**src/rtl/ntt_bram_arbiter_if.sv**
```systemverilog
// ntt_bram_arbiter_if: requester ports and BRAM port bundle for ntt_bram_arbiter
interface ntt_bram_arbiter_if #(
   parameter int DATA_W  = 64,
   parameter int ADDR_W  = 13,
   parameter int BRAM_AW = 15
);
   logic              r0_req, r0_we, r0_gnt, r0_rvalid;
   logic [ADDR_W-1:0] r0_addr;
   logic [DATA_W-1:0] r0_wdata, r0_rdata;
   logic              r1_req, r1_we, r1_gnt, r1_rvalid;
   logic [ADDR_W-1:0] r1_addr;
   logic [DATA_W-1:0] r1_wdata, r1_rdata;
   logic [BRAM_AW-1:0] BRAM_addr;
   logic              BRAM_clk, BRAM_en, BRAM_we;
   logic [DATA_W-1:0] BRAM_din, BRAM_dout;
   logic              busy;
   modport slave (
      input  r0_req, r0_we, r0_addr, r0_wdata, r1_req, r1_we, r1_addr, r1_wdata, BRAM_dout,
      output r0_gnt, r0_rvalid, r0_rdata, r1_gnt, r1_rvalid, r1_rdata,
      output BRAM_addr, BRAM_clk, BRAM_en, BRAM_we, BRAM_din, busy
   );
   modport master (
      output r0_req, r0_we, r0_addr, r0_wdata, r1_req, r1_we, r1_addr, r1_wdata,
      input  r0_gnt, r0_rvalid, r0_rdata, r1_gnt, r1_rvalid, r1_rdata, busy
   );
endinterface

```
**src/rtl/ntt_bram_arbiter.sv**
```systemverilog
// ntt_bram_arbiter: shares one BRAM port between two requesters, returns read data in issue order
// Define ARB_FIXED_PRIO_EN for strict port 0 priority; default is round-robin.
module ntt_bram_arbiter #(
   parameter int DATA_W   = 64,
   parameter int ADDR_W   = 13,
   parameter int BRAM_AW  = 15,
   parameter int READ_LAT = 3
) (
   input logic clk,
   input logic rst,
   ntt_bram_arbiter_if.slave bus
);
   logic                lp, g0, g1, iport, en, we;
   logic [BRAM_AW-1:0]  addr;
   logic [DATA_W-1:0]   din;
   logic [READ_LAT-1:0] pv, pp;
   // Grant selection, forced low while reset is held
   always_comb begin
`ifdef ARB_FIXED_PRIO_EN
      g0 = rst && bus.r0_req;
      g1 = rst && bus.r1_req && !bus.r0_req;
`else
      g0 = rst && bus.r0_req && (!bus.r1_req || lp);
      g1 = rst && bus.r1_req && (!bus.r0_req || !lp);
`endif
   end
   assign bus.r0_gnt    = g0;
   assign bus.r1_gnt    = g1;
   assign bus.BRAM_clk  = clk;
   assign bus.BRAM_en   = en;
   assign bus.BRAM_we   = we;
   assign bus.BRAM_addr = addr;
   assign bus.BRAM_din  = din;
   assign bus.r0_rvalid = pv[READ_LAT-1] && !pp[READ_LAT-1];
   assign bus.r1_rvalid = pv[READ_LAT-1] && pp[READ_LAT-1];
   assign bus.r0_rdata  = bus.BRAM_dout;
   assign bus.r1_rdata  = bus.BRAM_dout;
   assign bus.busy      = |pv;
   // Issue stage: register the granted transaction onto the BRAM port; address/data hold when idle
   always_ff @(posedge clk or negedge rst) begin
      if (!rst) begin
         lp    <= 1'b1;
         iport <= 1'b0;
         en    <= 1'b0;
         we    <= 1'b0;
         addr  <= '0;
         din   <= '0;
      end else begin
         en <= g0 || g1;
         we <= g1 ? bus.r1_we : g0 && bus.r0_we;
         if (g0 || g1) begin
            lp    <= g1;
            iport <= g1;
            addr  <= BRAM_AW'({g1 ? bus.r1_addr : bus.r0_addr, 2'b00});
            din   <= g1 ? bus.r1_wdata : bus.r0_wdata;
         end
      end
   end
   // Return pipe: each issued read carries its port tag until the BRAM data arrives
   always_ff @(posedge clk or negedge rst) begin
      if (!rst) begin
         pv <= '0;
         pp <= '0;
      end else begin
         pv[0] <= en && !we;
         pp[0] <= iport;
         for (int i = 1; i < READ_LAT; i++) begin
            pv[i] <= pv[i-1];
            pp[i] <= pp[i-1];
         end
      end
   end
endmodule

```
**src/flat_wrapper.sv**
```systemverilog
// flat-port wrapper written by rule: the top's interface ports become plain ports
module ntt_bram_arbiter_flat 
#(
   parameter int DATA_W   = 64,
   parameter int ADDR_W   = 13,
   parameter int BRAM_AW  = 15,
   parameter int READ_LAT = 3
)
  (clk, rst, bus_r0_req, bus_r0_we, bus_r0_addr, bus_r0_wdata, bus_r1_req, bus_r1_we, bus_r1_addr, bus_r1_wdata, bus_BRAM_dout, bus_r0_gnt, bus_r0_rvalid, bus_r0_rdata, bus_r1_gnt, bus_r1_rvalid, bus_r1_rdata, bus_BRAM_addr, bus_BRAM_clk, bus_BRAM_en, bus_BRAM_we, bus_BRAM_din, bus_busy);
  ntt_bram_arbiter_if #(.DATA_W(DATA_W), .ADDR_W(ADDR_W), .BRAM_AW(BRAM_AW)) bus_i ();
  input logic clk;
  input logic rst;
  input wire logic [$bits(bus_i.r0_req)-1:0] bus_r0_req;
  input wire logic [$bits(bus_i.r0_we)-1:0] bus_r0_we;
  input wire logic [$bits(bus_i.r0_addr)-1:0] bus_r0_addr;
  input wire logic [$bits(bus_i.r0_wdata)-1:0] bus_r0_wdata;
  input wire logic [$bits(bus_i.r1_req)-1:0] bus_r1_req;
  input wire logic [$bits(bus_i.r1_we)-1:0] bus_r1_we;
  input wire logic [$bits(bus_i.r1_addr)-1:0] bus_r1_addr;
  input wire logic [$bits(bus_i.r1_wdata)-1:0] bus_r1_wdata;
  input wire logic [$bits(bus_i.BRAM_dout)-1:0] bus_BRAM_dout;
  output wire logic [$bits(bus_i.r0_gnt)-1:0] bus_r0_gnt;
  output wire logic [$bits(bus_i.r0_rvalid)-1:0] bus_r0_rvalid;
  output wire logic [$bits(bus_i.r0_rdata)-1:0] bus_r0_rdata;
  output wire logic [$bits(bus_i.r1_gnt)-1:0] bus_r1_gnt;
  output wire logic [$bits(bus_i.r1_rvalid)-1:0] bus_r1_rvalid;
  output wire logic [$bits(bus_i.r1_rdata)-1:0] bus_r1_rdata;
  output wire logic [$bits(bus_i.BRAM_addr)-1:0] bus_BRAM_addr;
  output wire logic [$bits(bus_i.BRAM_clk)-1:0] bus_BRAM_clk;
  output wire logic [$bits(bus_i.BRAM_en)-1:0] bus_BRAM_en;
  output wire logic [$bits(bus_i.BRAM_we)-1:0] bus_BRAM_we;
  output wire logic [$bits(bus_i.BRAM_din)-1:0] bus_BRAM_din;
  output wire logic [$bits(bus_i.busy)-1:0] bus_busy;
  assign bus_i.r0_req = bus_r0_req;
  assign bus_i.r0_we = bus_r0_we;
  assign bus_i.r0_addr = bus_r0_addr;
  assign bus_i.r0_wdata = bus_r0_wdata;
  assign bus_i.r1_req = bus_r1_req;
  assign bus_i.r1_we = bus_r1_we;
  assign bus_i.r1_addr = bus_r1_addr;
  assign bus_i.r1_wdata = bus_r1_wdata;
  assign bus_i.BRAM_dout = bus_BRAM_dout;
  assign bus_r0_gnt = bus_i.r0_gnt;
  assign bus_r0_rvalid = bus_i.r0_rvalid;
  assign bus_r0_rdata = bus_i.r0_rdata;
  assign bus_r1_gnt = bus_i.r1_gnt;
  assign bus_r1_rvalid = bus_i.r1_rvalid;
  assign bus_r1_rdata = bus_i.r1_rdata;
  assign bus_BRAM_addr = bus_i.BRAM_addr;
  assign bus_BRAM_clk = bus_i.BRAM_clk;
  assign bus_BRAM_en = bus_i.BRAM_en;
  assign bus_BRAM_we = bus_i.BRAM_we;
  assign bus_BRAM_din = bus_i.BRAM_din;
  assign bus_busy = bus_i.busy;
  ntt_bram_arbiter #(.DATA_W(DATA_W), .ADDR_W(ADDR_W), .BRAM_AW(BRAM_AW), .READ_LAT(READ_LAT)) u_core (.clk(clk), .rst(rst), .bus(bus_i));
endmodule
```
**config.mk**
```make
export PLATFORM = sky130hd
export DESIGN_NAME = ntt_bram_arbiter_flat
export DESIGN_NICKNAME = d
export VERILOG_FILES = /design/src/rtl/ntt_bram_arbiter_if.sv /design/src/rtl/ntt_bram_arbiter.sv /design/src/flat_wrapper.sv
export SDC_FILE = /design/constraint.sdc
export NUM_CORES = 1
export LEC_CHECK = 0
export ABC_AREA = 1
export BUFFER_PORTS_ARGS = -buffer_cell sky130_fd_sc_hd__buf_2
export CORE_AREA = 4 4 168 170
export DETAILED_ROUTE_END_ITERATION = 7
export DIE_AREA = 0 0 172 174
export PLACE_DENSITY = 0.54
export SLEW_MARGIN = 10
export SYNTH_ARGS = -nofsm -noshare
export SYNTH_HDL_FRONTEND = slang
export SYNTH_SLANG_ARGS = --single-unit
```
**constraint.sdc**
```tcl
create_clock -name clk -period 1.3 [get_ports clk]
set_clock_uncertainty 0.05 [all_clocks]
set_input_delay 0.13 -clock clk [delete_from_list [all_inputs] [get_ports clk]]
set_output_delay 0.13 -clock clk [all_outputs]
set_load 0.005 [all_outputs]
```
==> results.cfg <==
[outcome]
outcome = complete, but fails checks
violations = negative setup slack

[clock_tree]
path_clk_slew_ps = 60
clk_latency_ps = 460
tritoncts = built

[setup_path]
cp.arrival_ps = 1380
critPathMaxStageDelay_ps = 560
r2r_cells = 8
startpoint = u_core.lp
endpoint_kind = output port
criticalPathCategory = flip-flop to output port
crit_path_top_delay_cell = dfstp_2
cp-start-kind = flip-flop
reg2reg_from = u_core.lp
path_delay_family = flip-flops
crit_required_ps = 1120
critPathBufInv = 3
cp_max_fo = 2
cp_cell_sequence = nand2_4, nand2_8, buf_12, inv_4, buf_6
worst-path-stages = 5

[yosys]
ys_async_sr_fraction_pct = 100
synth_area_leaders = dfrtp_1 38%, buf_4 19%, nand2_1 16%, nand3_1 14%, inv_1 11%
synth_seq_cells = 87
seq_area_frac_synth_pct = 38.2
synth.avg_cell_area_sq_um = 6.92
synthDominantCellAreaShare_pct = 37.7
synth_cell_types = 14
synth_edf_count = 0
synth_ff_type = dfrtp_1
yosysWarnings = 0
synth_area_leader_cell = dfrtp_1
postSynthCellCount = 825
netlist_area_sq_um = 5710
yosysMostFrequentCell = nand2_1
synthTopCellsByCount = 243 x nand2_1, 161 x inv_1, 154 x nand3_1

[floorplan]
coreArea_sq_um = 26700
die_x_microns = 172
initial_utilization_pct = 21.4
ios = 439
die-area_sq_um = 29900
die_y_microns = 174
rows = 60

[detailed_routing]
drt_iter0_drc = 278
vias_per_cell = 4.16
wl_per_cell_microns = 16.9
drtPass1Iterations = 5
drc = 0
wirelength_mm = 24.8
final_antenna_net_count = 0
route.vias.total = 6099

[timing]
hold_violations = 0
final-setup-viol-count = 82
setup_ws_ps = -255
max_freq_mhz = 643
finalSetupTns_ps = -13550
period_minus_slack_ps = 1560
slew_violations = 0
timing.final.crit_share_pct = 120
rsz0062_at_grt = true

[run]
maxCapViolations = 0

[placement]
finalWeightedCongestion = 0.776
dp_hpwl_mm = 12.8
numPortBuffers = 244
dp_cells = 1255
dp_slack_ps = -18.3

[grt]
grt_antenna_before_repair = 1
grt_max_degree = 87
track_usage_pct = 15.4
grt_pass1_vias = 6505
grt_pass1_wl_mm = 35.3
grt_remaining_overflow = 0

[worst_hold_path]
holdPathStages = 6
min_path_type = input pin to flip-flop
min_from = bus_r1_req

[power]
power.density_nw_per_um2 = 1010
power.leakage_nw = 5.31
ir_drop_mv = 0.844

[cells_and_area]
fin_cells = 1465
finalNetCount = 1342
areaGrowthSynthToFinish_pct = 61.9
drive_above_1_share_pct = 31.1
-- layout make-up --
cell class / count / area [sq um]
diodes: 1 / 2.50
clock buffers: 16 / 327
clock inverters: 4 / 55.1
fillers: 2745 / 17500
inverters: 163 / 614
multi-input cells: 405 / 1920
flip-flops and latches: 87 / 2180
well taps: 341 / 427
repair buffers: 448 / 3720
-- path summary, 6_finish.rpt --
check,to,slack [ps]
max reg2reg,u_core.bus.BRAM_din[52],-220
max,bus_r1_gnt,-260
min,u_core.iport,60
min reg2reg,u_core.pp[1],310
min in group asynchronous,u_core.lp,390
max in group asynchronous,u_core.pv[0],300
-- repair_timing --
item,in CTS,in global routing
gates cloned,11,11
hold endpoints to repair,166,0
hold buffers,158,0
resized for setup,60,20
setup endpoints to repair,43,84
buffers inserted,14,0
pin swaps,16,4
-- flip-flops by register name, summed over array words and instances (netlist names) --
register	count
u_core.bus.BRAM_din	64
u_core.bus.BRAM_addr	13
u_core.pp	3
u_core.pv	3
u_core.bus.BRAM_en	1
u_core.bus.BRAM_we	1
u_core.iport	1
u_core.lp	1
-- placed cells by master (no fill, tap or decap) --
cell type / n
clkbuf_8: 1
bufinv_16: 1
nand2_4: 6
nand2_2: 5
dlygate4sd3_1: 158
nand2_8: 1
buf_12: 13
o21ai_1: 1
nand3_2: 23
inv_1: 159
clkinv_4: 2
inv_4: 1
inv_2: 3
buf_4: 12
nand3_1: 130
conb_1: 2
dfstp_2: 1
buf_8: 1
dfrtp_1: 86
clkbuf_16: 22
clkbuf_1: 2
nand2_1: 233
clkinvlp_4: 1
bufbuf_16: 1
buf_6: 4
nor2_1: 3
buf_16: 9
nand3_4: 1
diode_2: 1
buf_2: 241
-- metal layers --
| layer | vias to the layer above | part of all wire [%] | GRT usage [%] |
|---|---|---|---|
| met4 | 0 | 3.0 | 6.55 |
| met1 | 2811 | 39 | 16.7 |
| li1 | 2911 | - | - |
| met2 | 304 | 50 | 27.5 |
| met5 | - | 0 | 0 |
| met3 | 73 | 8.0 | 4.71 |
-- tightest hold or removal path, delay by kind of cell --
family                 cells  cell delay [ps]
and+or+nand+nor            4              210
buffers and inverters      2              190
-- cells by family after synthesis --
kind of cell / synth area share [%]
other: 0.0657
buffers and inverters: 31.8
DFF: 38.2
and+or+nand+nor: 29.9
AOI/OAI and AO/OA: 0.0876
-- per-stage QoR --
| stage | utilization, % | area (sq um) | total power [mW] | hold WS [ps] |
|---|---|---|---|---|
| after floorplan | - | 5710 | 4.57 | -216 |
| after global placement | 23.9 | 6390 | 5.26 | 119 |
| after detailed placement | 23.9 | 6390 | 5.27 | 120 |
| after CTS | 33.6 | 8990 | 9.40 | 29.5 |
| after global routing | 34.6 | 9240 | 9.99 | 104 |
| final | 34.6 | 9240 | 9.36 | 61.4 |
-- power breakdown --
group          total [mW]  internal, mW  switching [mW]  leakage, nW
logic                2.81          1.46            1.35         4.08
registers            3.33          3.10           0.225         1.05
clock network        3.23          1.97            1.26        0.184
(Power assumes the default switching activity.)
